## src/rtl/io_uart_pkg.sv

```systemverilog
// Shared definitions for the io_uart block: register map, status/control bit
// positions, FSM state encodings and the divisor reset value.
package io_uart_pkg;

  localparam logic [1:0] OFF_DATA   = 2'd0;
  localparam logic [1:0] OFF_STATUS = 2'd1;
  localparam logic [1:0] OFF_CTRL   = 2'd2;
  localparam logic [1:0] OFF_DIV    = 2'd3;

  localparam int ST_RXV     = 0;
  localparam int ST_TXFULL  = 1;
  localparam int ST_TXEMPTY = 2;
  localparam int ST_RXOVR   = 3;
  localparam int ST_FRERR   = 4;
  localparam int ST_TXBUSY  = 5;

  localparam int CT_RXIE = 0;
  localparam int CT_TXIE = 1;
  localparam int CT_EN   = 2;

  localparam logic [7:0] DIV_RST = 8'd15;

  typedef enum logic [1:0] {TX_IDLE, TX_START, TX_DATA, TX_STOP} tx_state_e;
  typedef enum logic [1:0] {RX_IDLE, RX_START, RX_DATA, RX_STOP} rx_state_e;

  // A divisor of 0 would give a 1-clock bit; it is treated as 1 instead.
  function automatic logic [7:0] eff_div(input logic [7:0] div);
    return (div == 8'd0) ? 8'd1 : div;
  endfunction

endpackage

```

## src/rtl/io_uart_if.sv

```systemverilog
// Core-side I/O port bus of the UART; signal directions are named from the
// UART's point of view.
interface io_uart_if;
  logic [7:0] io_addr_i;
  logic [7:0] io_data_i;
  logic       io_we_i;
  logic [7:0] io_data_o;
  logic       irq_o;

  modport master (output io_addr_i, io_data_i, io_we_i, input  io_data_o, irq_o);
  modport slave  (input  io_addr_i, io_data_i, io_we_i, output io_data_o, irq_o);
endinterface

```

## src/rtl/io_fifo.sv

```systemverilog
// Synchronous FIFO with full/empty flags; a push while full is accepted only
// when a pop happens in the same cycle.
module io_fifo #(
  parameter int WIDTH = 8,
  parameter int DEPTH = 4
) (
  input  logic             clk_i,
  input  logic             rst_i,
  input  logic             push_i,
  input  logic             pop_i,
  input  logic [WIDTH-1:0] din_i,
  output logic [WIDTH-1:0] dout_o,
  output logic             full_o,
  output logic             empty_o
);
  localparam int AW = $clog2(DEPTH);
  localparam logic [AW:0] CNT_FULL = (AW+1)'(DEPTH);

  logic [WIDTH-1:0] r_mem [DEPTH];
  logic [AW-1:0]    r_wp, r_rp;
  logic [AW:0]      r_cnt;
  logic             w_push, w_pop;

  assign full_o  = (r_cnt == CNT_FULL);
  assign empty_o = (r_cnt == '0);
  assign w_pop   = pop_i & ~empty_o;
  assign w_push  = push_i & (~full_o | pop_i);
  assign dout_o  = r_mem[r_rp];

  always_ff @(posedge clk_i) begin
    if (w_push) r_mem[r_wp] <= din_i;
  end

  always_ff @(posedge clk_i or negedge rst_i) begin
    if (!rst_i) begin
      r_wp  <= '0;
      r_rp  <= '0;
      r_cnt <= '0;
    end else begin
      if (w_push) r_wp <= r_wp + 1'b1;
      if (w_pop)  r_rp <= r_rp + 1'b1;
      r_cnt <= r_cnt + {{AW{1'b0}}, w_push} - {{AW{1'b0}}, w_pop};
    end
  end
endmodule

```

## src/rtl/io_uart.sv

```systemverilog
// Port-mapped 8N1 UART: DATA/STATUS/CTRL/DIV registers, TX FIFO, single RX
// buffer with overrun/framing flags and a registered level interrupt.
module io_uart
  import io_uart_pkg::*;
#(
  parameter logic [7:0] BASE_ADDR = 8'h10,
  parameter int         TX_DEPTH  = 4
) (
  input  logic       clk_i,
  input  logic       rst_i,
  io_uart_if.slave   bus,
  input  logic       uart_rx_i,
  output logic       uart_tx_o
);
  logic [7:0] w_off, w_div, w_rdata, w_status, w_fifo_dout;
  logic       w_hit, w_wr, w_wr_data, w_wr_stat, w_en, w_full, w_empty, w_txbusy;
  logic       w_pop_rx, w_load;
  logic [2:0] r_ctrl;
  logic [7:0] r_div, r_rxbuf;
  logic       r_rxv, r_rxovr, r_frerr, r_irq;

  assign w_off     = bus.io_addr_i - BASE_ADDR;
  assign w_hit     = (w_off[7:2] == 6'd0);
  assign w_wr      = bus.io_we_i & w_hit;
  assign w_wr_data = w_wr & (w_off[1:0] == OFF_DATA);
  assign w_wr_stat = w_wr & (w_off[1:0] == OFF_STATUS);
  assign w_en      = r_ctrl[CT_EN];
  assign w_div     = eff_div(r_div);

  always_ff @(posedge clk_i or negedge rst_i) begin
    if (!rst_i) begin
      r_ctrl <= 3'd0;
      r_div  <= DIV_RST;
    end else begin
      if (w_wr && w_off[1:0] == OFF_CTRL) r_ctrl <= bus.io_data_i[2:0];
      if (w_wr && w_off[1:0] == OFF_DIV)  r_div  <= bus.io_data_i;
    end
  end

  // ---- TX: FIFO feeding a shift register; counters reload from DIV per bit
  tx_state_e  r_tx_state, w_tx_state_n;
  logic [7:0] r_tx_cnt, w_tx_cnt_n, r_tx_sh, w_tx_sh_n;
  logic [2:0] r_tx_bit, w_tx_bit_n;
  logic       r_tx_line, w_tx_line, w_tx_pop;

  io_fifo #(.WIDTH(8), .DEPTH(TX_DEPTH)) u_fifo (
    .clk_i(clk_i), .rst_i(rst_i), .push_i(w_wr_data), .pop_i(w_tx_pop),
    .din_i(bus.io_data_i), .dout_o(w_fifo_dout), .full_o(w_full), .empty_o(w_empty)
  );

  always_comb begin
    w_tx_state_n = r_tx_state;
    w_tx_cnt_n   = r_tx_cnt;
    w_tx_sh_n    = r_tx_sh;
    w_tx_bit_n   = r_tx_bit;
    w_tx_pop     = 1'b0;
    w_tx_line    = 1'b1;
    case (r_tx_state)
      TX_IDLE: if (!w_empty) begin
        w_tx_pop = 1'b1; w_tx_sh_n = w_fifo_dout; w_tx_cnt_n = w_div; w_tx_state_n = TX_START;
      end
      TX_START: begin
        w_tx_line = 1'b0;
        if (r_tx_cnt == 8'd0) begin
          w_tx_state_n = TX_DATA; w_tx_cnt_n = w_div; w_tx_bit_n = 3'd0;
        end else w_tx_cnt_n = r_tx_cnt - 8'd1;
      end
      TX_DATA: begin
        w_tx_line = r_tx_sh[0];
        if (r_tx_cnt == 8'd0) begin
          w_tx_cnt_n = w_div; w_tx_sh_n = {1'b0, r_tx_sh[7:1]}; w_tx_bit_n = r_tx_bit + 3'd1;
          if (r_tx_bit == 3'd7) w_tx_state_n = TX_STOP;
        end else w_tx_cnt_n = r_tx_cnt - 8'd1;
      end
      TX_STOP: begin
        if (r_tx_cnt == 8'd0) w_tx_state_n = TX_IDLE;
        else                  w_tx_cnt_n   = r_tx_cnt - 8'd1;
      end
      default: w_tx_state_n = TX_IDLE;
    endcase
    if (!w_en) begin
      w_tx_state_n = TX_IDLE; w_tx_pop = 1'b0; w_tx_line = 1'b1;
    end
  end

  always_ff @(posedge clk_i or negedge rst_i) begin
    if (!rst_i) begin
      r_tx_state <= TX_IDLE; r_tx_cnt <= 8'd0; r_tx_sh <= 8'd0; r_tx_bit <= 3'd0; r_tx_line <= 1'b1;
    end else begin
      r_tx_state <= w_tx_state_n; r_tx_cnt <= w_tx_cnt_n; r_tx_sh <= w_tx_sh_n;
      r_tx_bit <= w_tx_bit_n; r_tx_line <= w_tx_line;
    end
  end

  assign uart_tx_o = r_tx_line;
  assign w_txbusy  = (r_tx_state != TX_IDLE);

  // ---- RX: start edges only count once the synchronized line was seen high
  rx_state_e  r_rx_state, w_rx_state_n;
  logic [7:0] r_rx_cnt, w_rx_cnt_n, r_rx_sh, w_rx_sh_n;
  logic [2:0] r_rx_bit, w_rx_bit_n;
  logic [1:0] r_rx_vld;
  logic       r_rx_s1, r_rx_s2, r_rx_prev, w_rx_done, w_rx_ferr;

  always_comb begin
    w_rx_state_n = r_rx_state;
    w_rx_cnt_n   = r_rx_cnt;
    w_rx_sh_n    = r_rx_sh;
    w_rx_bit_n   = r_rx_bit;
    w_rx_done    = 1'b0;
    w_rx_ferr    = 1'b0;
    case (r_rx_state)
      RX_IDLE: if (r_rx_prev && !r_rx_s2) begin
        w_rx_state_n = RX_START; w_rx_cnt_n = (w_div - 8'd1) >> 1;
      end
      RX_START: begin
        if (r_rx_cnt == 8'd0) begin
          if (r_rx_s2) w_rx_state_n = RX_IDLE;
          else begin w_rx_state_n = RX_DATA; w_rx_cnt_n = w_div; w_rx_bit_n = 3'd0; end
        end else w_rx_cnt_n = r_rx_cnt - 8'd1;
      end
      RX_DATA: begin
        if (r_rx_cnt == 8'd0) begin
          w_rx_sh_n = {r_rx_s2, r_rx_sh[7:1]}; w_rx_cnt_n = w_div; w_rx_bit_n = r_rx_bit + 3'd1;
          if (r_rx_bit == 3'd7) w_rx_state_n = RX_STOP;
        end else w_rx_cnt_n = r_rx_cnt - 8'd1;
      end
      RX_STOP: begin
        if (r_rx_cnt == 8'd0) begin
          w_rx_state_n = RX_IDLE; w_rx_done = r_rx_s2; w_rx_ferr = ~r_rx_s2;
        end else w_rx_cnt_n = r_rx_cnt - 8'd1;
      end
      default: w_rx_state_n = RX_IDLE;
    endcase
    if (!w_en) begin
      w_rx_state_n = RX_IDLE; w_rx_done = 1'b0; w_rx_ferr = 1'b0;
    end
  end

  always_ff @(posedge clk_i or negedge rst_i) begin
    if (!rst_i) begin
      r_rx_s1 <= 1'b1; r_rx_s2 <= 1'b1; r_rx_vld <= 2'b00; r_rx_prev <= 1'b0;
      r_rx_state <= RX_IDLE; r_rx_cnt <= 8'd0; r_rx_sh <= 8'd0; r_rx_bit <= 3'd0;
    end else begin
      r_rx_s1 <= uart_rx_i; r_rx_s2 <= r_rx_s1; r_rx_vld <= {r_rx_vld[0], 1'b1};
      r_rx_prev <= r_rx_vld[1] & r_rx_s2;
      r_rx_state <= w_rx_state_n; r_rx_cnt <= w_rx_cnt_n; r_rx_sh <= w_rx_sh_n;
      r_rx_bit <= w_rx_bit_n;
    end
  end

  // ---- Flags: a hardware set in the same cycle as a W1C clear wins
  assign w_pop_rx = w_wr_stat & bus.io_data_i[ST_RXV];
  assign w_load   = w_rx_done & (~r_rxv | w_pop_rx);

  always_ff @(posedge clk_i or negedge rst_i) begin
    if (!rst_i) begin
      r_rxbuf <= 8'd0; r_rxv <= 1'b0; r_rxovr <= 1'b0; r_frerr <= 1'b0; r_irq <= 1'b0;
    end else begin
      if (w_load) r_rxbuf <= r_rx_sh;
      if (w_load)        r_rxv <= 1'b1;
      else if (w_pop_rx) r_rxv <= 1'b0;
      if (w_rx_done && r_rxv && !w_pop_rx)           r_rxovr <= 1'b1;
      else if (w_wr_stat && bus.io_data_i[ST_RXOVR]) r_rxovr <= 1'b0;
      if (w_rx_ferr)                                 r_frerr <= 1'b1;
      else if (w_wr_stat && bus.io_data_i[ST_FRERR]) r_frerr <= 1'b0;
      r_irq <= (r_ctrl[CT_RXIE] & r_rxv) | (r_ctrl[CT_TXIE] & w_empty & ~w_txbusy);
    end
  end

  always_comb begin
    w_status             = 8'd0;
    w_status[ST_RXV]     = r_rxv;
    w_status[ST_TXFULL]  = w_full;
    w_status[ST_TXEMPTY] = w_empty;
    w_status[ST_RXOVR]   = r_rxovr;
    w_status[ST_FRERR]   = r_frerr;
    w_status[ST_TXBUSY]  = w_txbusy;
  end

  always_comb begin
    w_rdata = 8'd0;
    if (w_hit) begin
      case (w_off[1:0])
        OFF_DATA:   w_rdata = r_rxbuf;
        OFF_STATUS: w_rdata = w_status;
        OFF_CTRL:   w_rdata = {5'd0, r_ctrl};
        default:    w_rdata = r_div;
      endcase
    end
  end

  assign bus.io_data_o = w_rdata;
  assign bus.irq_o     = r_irq;
endmodule

```

## src/flat_wrapper.sv

```systemverilog
// flat-port wrapper written by rule: the top's interface ports become plain ports
module io_uart_flat import io_uart_pkg::*;
#(
  parameter logic [7:0] BASE_ADDR = 8'h10,
  parameter int         TX_DEPTH  = 4
)
  (clk_i, rst_i, uart_rx_i, uart_tx_o, bus_io_addr_i, bus_io_data_i, bus_io_we_i, bus_io_data_o, bus_irq_o);
  io_uart_if bus_i ();
  input  logic clk_i;
  input  logic rst_i;
  input  logic uart_rx_i;
  output logic uart_tx_o;
  input wire logic [$bits(bus_i.io_addr_i)-1:0] bus_io_addr_i;
  input wire logic [$bits(bus_i.io_data_i)-1:0] bus_io_data_i;
  input wire logic [$bits(bus_i.io_we_i)-1:0] bus_io_we_i;
  output wire logic [$bits(bus_i.io_data_o)-1:0] bus_io_data_o;
  output wire logic [$bits(bus_i.irq_o)-1:0] bus_irq_o;
  assign bus_i.io_addr_i = bus_io_addr_i;
  assign bus_i.io_data_i = bus_io_data_i;
  assign bus_i.io_we_i = bus_io_we_i;
  assign bus_io_data_o = bus_i.io_data_o;
  assign bus_irq_o = bus_i.irq_o;
  io_uart #(.BASE_ADDR(BASE_ADDR), .TX_DEPTH(TX_DEPTH)) u_core (.clk_i(clk_i), .rst_i(rst_i), .bus(bus_i), .uart_rx_i(uart_rx_i), .uart_tx_o(uart_tx_o));
endmodule
```

## config.mk

```make
export PLATFORM = sky130hd
export DESIGN_NAME = io_uart_flat
export DESIGN_NICKNAME = d
export VERILOG_FILES = /design/src/rtl/io_uart_pkg.sv /design/src/rtl/io_uart_if.sv /design/src/rtl/io_fifo.sv /design/src/rtl/io_uart.sv /design/src/flat_wrapper.sv
export SDC_FILE = /design/constraint.sdc
export NUM_CORES = 1
export LEC_CHECK = 0
export CAP_MARGIN = 20
export CORE_MARGIN = 1.5
export CORE_UTILIZATION = 35
export CTS_BUF_LIST = sky130_fd_sc_hd__clkbuf_4
export CTS_CLUSTER_SIZE = 10
export DETAILED_ROUTE_END_ITERATION = 8
export PLACE_DENSITY_LB_ADDON = 0.25
export SLEW_MARGIN = 15
export SYNTH_ARGS = -nofsm -noshare
export SYNTH_HDL_FRONTEND = slang
export SYNTH_HIERARCHICAL = 1
export SYNTH_SLANG_ARGS = --single-unit
export TNS_END_PERCENT = 20
```

## constraint.sdc

```tcl
create_clock -name clk_i -period 3.6 [get_ports clk_i]
set_clock_uncertainty 0.05 [all_clocks]
set_input_delay 0.9 -clock clk_i [delete_from_list [all_inputs] [get_ports clk_i]]
set_output_delay 0.9 -clock clk_i [all_outputs]
set_load 0.02 [all_outputs]
```

### Word-level counts from Yosys, hierarchy flattened

Memories as Yosys holds them, arrays and structs flattened.
Cells that the tools add are included.
Widths: inputs -> output; s select.

| cells by class | value |
|---|---|
| reductions and logical operators | 33 |
| shifts and indexed selects | 0 |
| order comparisons | 0 |
| add/sub/neg operators | 10 |
| bitwise operators | 19 |
| equal/unequal tests | 32 |
| multiplexer cells | 57 |
| divide/modulo/power cells | 0 |
| multiply operators | 0 |

Operators by type and width:

| cell | count |
|---|---|
| $mux 8 | 12 |
| $pmux 8 s3 | 2 |
| $ne 3x3->1 const B | 11 |
| $pmux 8 s4 | 1 |
| $mux 2 | 13 |
| $logic_not 8->1 | 3 |
| $sub 8x1->8 const B | 3 |
| $mux 1 | 18 |
| $pmux 2 s4 | 2 |
| $pmux 8 s2 | 1 |
| $mux 3 | 5 |
| $reduce_bool 2->1 | 7 |
| $eq 2x2->1 const B | 6 |
| $pmux 3 s2 | 2 |
| $and 1x1->1 | 11 |
| $ne 2x1->1 const B | 5 |
| $reduce_and 5->1 | 2 |
| $eq 3x3->1 const B | 3 |
| $reduce_and 3->1 | 3 |
| $ne 2x2->1 const B | 4 |
| $sub 8x5->8 const B | 1 |
| $logic_and 1x1->1 | 7 |
| $add 3x1->3 const B | 2 |
| $eq 2x1->1 const B | 3 |
| other kinds (13) | 24 |

| storage, ports and cells | value |
|---|---|
| memories kept | 1 |
| bits of input ports | 20 |
| RAM bits | 32 |
| output and inout bits | 10 |
| word-level logic and storage cells | 175 |
| memory bits (read-only) | 0 |
| latch bits | 0 |
| bits in registers | 78 |

Memories:

| name | words | bits a word | rd ports | clocked after memory_dff | write ports | line | RTL |
|---|---|---|---|---|---|---|---|
| u_core.u_fifo.r_mem | 4 | 8 | 1 | 0 | 1 | io_fifo.sv:19 | `logic [WIDTH-1:0] r_mem [DEPTH];` |

### Logic depth before layout (Yosys ltp)

| depth | value |
|---|---|
| word-level depth | 8 |
| mapped depth | 14 |
| gate-level depth less buffers | 12 |

### By module

Netlist, hierarchy kept.

Modules (own cells, without submodules):

| module | cells each | times used | area an instance (µm²) |
|---|---|---|---|
| io_uart | 388 | 1 | 4103.9 |
| io_fifo | 78 | 1 | 1577.8 |

### Worst setup path after synthesis

No wires, ideal clock.

| timing | value |
|---|---|
| kind | input-to-reg |
| start | in bus_io_addr_i[5] |
| end | reg u_core.u_fifo.r_cnt[2] |
| slack | 0.390 ns |
| data arrival time | 3.037 ns |
| setup time | 0.123 ns |
| data required time | 3.427 ns |
| stages | 11 |
| buffers on the path | 0 |
| path through | nor4b_2 nand2_1 nor4_1 o21a_4 inv_1 ha_1 inv_1 ha_1 fa_1 xor2_1 xnor2_1 |

| on the way | value |
|---|---|
| word-level cells in the longest chain between the ends | 7 |

Ends and longest elaborated chain:

| item | line | RTL |
|---|---|---|
| start, declared | flat_wrapper.sv:13 | `input wire logic [$bits(bus_i.io_addr_i)-1:0] bus_io_addr_i;` |
| $sub 8x5->8 | io_uart.sv:22 | `assign w_off = bus.io_addr_i - BASE_ADDR;` |
| $logic_not 6->1 | io_uart.sv:23 | `assign w_hit = (w_off[7:2] == 6'd0);` |
| $and 1x1->1 | io_uart.sv:24 | `assign w_wr = bus.io_we_i & w_hit;` |
| $and 1x1->1 | io_uart.sv:25 | `assign w_wr_data = w_wr & (w_off[1:0] == OFF_DATA);` |
| net u_core.w_wr_data | io_uart.sv:16 | `logic w_hit, w_wr, w_wr_data, w_wr_stat, w_en, w_full, w_empty, w_txbusy;` |
| $and 1x1->1 | io_fifo.sv:27 | `assign w_push = push_i & (~full_o \| pop_i);` |
| $add 3x1->3 | io_fifo.sv:42 | `r_cnt <= r_cnt + {{AW{1'b0}}, w_push} - {{AW{1'b0}}, w_pop};` |
| $sub 3x1->3 | io_fifo.sv:42 |  |
| end signal, assigned | io_fifo.sv:42 |  |
| end, declared | io_fifo.sv:21 | `logic [AW:0] r_cnt;` |

The timed path passes the listed nets, and every way through them passes these cells.
A chain may end at the register's enable or synchronous reset.

### Final worst setup path

| timing | value |
|---|---|
| start | in bus_io_addr_i[1] |
| end | out bus_io_data_o[2] |

| on the way | value |
|---|---|
| word-level cells in the longest chain between the ends | 4 |
| elaborated cells between the ends (all ways) | 7 |

Ends and longest elaborated chain:

| item | line | RTL |
|---|---|---|
| $sub 8x5->8 (*) | io_uart.sv:22 |  |
| $eq 2x2->1 (tied with other cells) | io_uart.sv:184 | `case (w_off[1:0])` |
| $pmux 8 s3 | io_uart.sv:184 |  |
| $mux 8 (*) | io_uart.sv:183 | `if (w_hit) begin` |
| end, declared | flat_wrapper.sv:16 | `output wire logic [$bits(bus_i.io_data_o)-1:0] bus_io_data_o;` |

Mark *: on every way between the ends. The rest lies on a longest branch, timed or not.

==> implementation parameters <==
Parameter                              Value

Cells and area
  Fraction of the core area covered by cells at the end of the flow ... just over 40%
  Register area ... 0.002922 mm2
  Number of nets at the end of the flow ... 540
  Area used by multi-input combinational logic ... 0.002561 mm2
  Diodes inserted ... 0
  Filler cell count ... around 1,500
  Area delta synth->final ... 12.49%
  Fraction of final layout cells sized beyond drive strength 1 ... 22.95%

Clock tree
  Master cell of the clock root buffer ... clkbuf_4
  Clock insertion delay at the later pin of the skew report ... 0.49 ns
  Number of H-tree branching levels ... 3
  Clk buf depth ... 2
  Hold-fix buffer count after cts ... 0
  Clock Sinks ... 110
  Clock input transition at the sequential cells of the worst setup and hold paths ... 0.17 ns
  Clock tree from TritonCTS ... yes
  Number of clock buffers inserted by TritonCTS ... 9
  Post-CTS setup buffers ... 0

Pwr
  Static leakage power ... 2.671 nW
  Final Power ... 2.969 mW
  Power density normalized to cell area ... ~460 mW/mm2
  Max IR drop VDD ... 0.2044 mV

Worst setup path
  CP Class ... input port to output port
  Worst reg2reg path depth ... 7
  Cell family with the largest share of critical-path delay ... buffers and inverters
  CP startpoint kind ... input port
  Kind of capture point of the worst setup path ... output port
  Critical path fanouts, max ... 14
  R2r endpoint ... u_core/r_rx_cnt[5]$_DFFE_PN0P_
  Peak per-stage delay on the critical path ... 0.53 ns
  CP max-delay cell ... clkdlybuf4s50_1
  Critical R2R Launch ... u_core/r_div[4]$_DFFE_PN0P_
  Most used cell along the critical path ... clkdlybuf4s50_1
  Setup slack, reg-to-reg ... around 0.95 ns
  Arrival time of the worst setup path ... 2.58 ns
  Critical Path RT ... approximately 2.7 ns
  Cell-by-cell listing of the critical path ... clkdlybuf4s50_1 -> buf_4 -> mux4_2 -> and3_1 -> clkdlybuf4s50_1
  Sum of buffers and inverters on the critical path ... 3

Global routing
  First-pass GRT wire length ... 19,130 um
  GRT Overall Usage ... 14.72%
  Global route overflow ... 0
  Number of global-route vias before repair ... 3,730
  Largest net degree at the start of global routing ... between 70 and 80
  Initial antenna violation count ... 0

Synthesis
  Cell count after synthesis ... 466
  Flip-flop cell with the highest count after synthesis ... dfrtp_1
  Number of distinct standard cells referenced by the synthesized netlist ... 75
  Top-count cell post-synth ... dfrtp_1
  Yosys synthesis warning count ... 6
  Mean instance size in the synthesized netlist ... 12.19 um2
  Share of the synthesized area in the top cell type ... 31.27%
  Post-synthesis cell area ... between 0.005 and 0.006 mm2
  Share of synthesized flip-flops with an asynchronous set or reset ... a little under three quarters
  Yosys reg bits ... 110
  Number of flops mapped to enable cells by yosys ... 32
  Cell taking the most area after synthesis ... dfrtp_1
  Register area share after synthesis ... about half
  Commonest cells in the synthesized netlist ... 71 x dfrtp_1, 44 x mux2_2, 32 x edfxtp_1
  Total nets after synthesis ... 510
  Cell types with the largest area share after synthesis ... dfrtp_1 31%, edfxtp_1 17%, mux2_2 8.7%

STA
  Total count of hold-check failures in the final report ... 0
  Max transition margin ... 54.15%
  Number of max-slew violations in the final report ... 0
  Actual transition at the worst max-transition pin ... 0.6805 ns
  Setup repair after global routing missed its margin ... no
  Post-layout worst setup margin ... 0.07307 ns
  Highest clock frequency the design can meet ... ~0.28 GHz
  Period Utilization, post-route ... 97.97%
  Final TNS setup ... 0 ns
  Final min period ... 3.527 ns
  Final setup violation count ... 0

Floorplan
  Height of the die ... 130.4 um
  Die width ... 130.4 um
  Initial Util ... ~36%
  Cell row count ... 46
  Top Ports ... 30
  Core box area ... 0.01589 mm2
  Die footprint ... 0.01701 mm2

Drt
  Count of TritonRoute iterations in the first routing pass ... 4
  Detailed-route wire length per cell ... 16.08 um
  Post-DR vias/cell ... 5.169
  DRC violations left ... 0
  Initial DRC Count ... 267
  Overall routed net length ... 11,530 um
  Post-route ant nets ... 0
  Total via count in the routed design ... ~3,700

Outcome
  Result of the run ... completed

Run
  Max-Cap Viols ... 0

Placed design
  Post-detail-place hpwl ... roughly 8000 um
  Pre-CTS setup slack ... -0.1295 ns
  Port-buffer cells ... 29
  Final weighted congestion of routability-driven global placement ... roughly 0.79

Hold path
  Min-delay worst type ... input port to asynchronous set/reset pin
[per-stage QoR]
stage / cell area, um2 / std cells / hold WS (ns)
after detailed placement: 6217 / 700 / 0.2847
after CTS: 6361 / 716 / 0.3208
after floorplan: 5682 / 466 / 0.2812
after global routing: 6391 / 717 / 0.2255
after global placement: 6217 / 700 / 0.2878
final: 6391 / 717 / 0.2629
[per-layer routing]
metal / track usage (%) / up-vias / share of wire [%]
met5: 0 / - / 0
li1: - / 1784 / -
met2: 25.91 / 53 / 52
met1: 18.01 / 1860 / 44
met3: 3.502 / 9 / 3.7
met4: 4.266 / 0 / 1.0
[cell type report]
type | instances | share of cell area (%)
Sequential cell | 110 | 45.71
Clock buffer | 9 | 1.057
Inverter | 25 | 1.468
Tap cell | 216 | 4.229
Timing Repair Buffer | 41 | 6.167
Clock inverter | 7 | 1.292
Multi-Input combinational cell | 309 | 40.07
[placed cells by master (no fill, tap or decap), types with 3 or more instances in the layout]
| cell | n |
|---|---|
| a22o_1 | 6 |
| mux2i_1 | 4 |
| mux4_2 | 11 |
| nor4_1 | 5 |
| inv_1 | 25 |
| o22ai_1 | 3 |
| nor3b_1 | 4 |
| dfstp_2 | 7 |
| buf_4 | 12 |
| dlygate4sd2_1 | 5 |
| clkdlybuf4s50_1 | 22 |
| o21ai_1 | 3 |
| nand3_1 | 5 |
| xnor2_1 | 6 |
| mux2_2 | 44 |
| edfxtp_1 | 32 |
| and2_1 | 3 |
| a21oi_1 | 18 |
| nor3_1 | 10 |
| a32o_1 | 3 |
| nor2b_1 | 5 |
| a22oi_1 | 4 |
| and2_2 | 4 |
| clkbuf_4 | 9 |
| or4_1 | 3 |
| ha_1 | 23 |
| or3_1 | 3 |
| and3_1 | 5 |
| nand2_1 | 24 |
| o21ai_0 | 29 |
| nor2_1 | 28 |
| xor2_1 | 3 |
| dfrtp_1 | 71 |
| o211ai_1 | 5 |
[cell families after synthesis]
| kind of cell | synth area share, % |
|---|---|
| and+or+nand+nor | 11.43 |
| DFF | 51.42 |
| AOI/OAI and AO/OA | 12.49 |
| muxes | 14.29 |
| buffers and inverters | 3.501 |
| adders and majority gates | 5.417 |
| xor gates and xnor gates | 1.387 |
| other | 0.06600 |
[report_power, final]
part / switching, mW / internal (mW)
Sequential: 0.151 / 1.41
Clock: 0.430 / 0.222
Combinational: 0.376 / 0.383
Total: 0.957 / 2.01
[worst max-delay path by stage]
stage                     cells after the start             start  slack (ns)                                to
final                                         5  bus_io_addr_i[1]        0.07                  bus_io_data_o[2]
after global routing                          5  bus_io_addr_i[1]        0.02                  bus_io_data_o[2]
after CTS                                     6  bus_io_addr_i[5]       0.003                  bus_io_data_o[4]
after detailed placement                      4  bus_io_addr_i[0]       -0.13                  bus_io_data_o[0]
after global placement                        4  bus_io_addr_i[0]       -0.11                  bus_io_data_o[0]
after floorplan                              11  bus_io_addr_i[5]        0.39  u_core/u_fifo/r_cnt[2]$_DFF_PN0_
[repair_timing]
action | CTS | global route
setup endpoints to repair | 8 | 1
cloned | 0 | 0
gates resized for setup | 5 | 1
[state kept, by name, indices dropped and copies added, names as in the netlist, 8 cells and up]
signal,count
u_core/r_rxbuf,8
u_core/r_tx_sh,8
u_core/r_rx_cnt,8
u_core/u_fifo/r_mem,32
u_core/r_rx_sh,8
u_core/r_div,8
u_core/r_tx_cnt,8
Power figures use the tool's default switching activity.
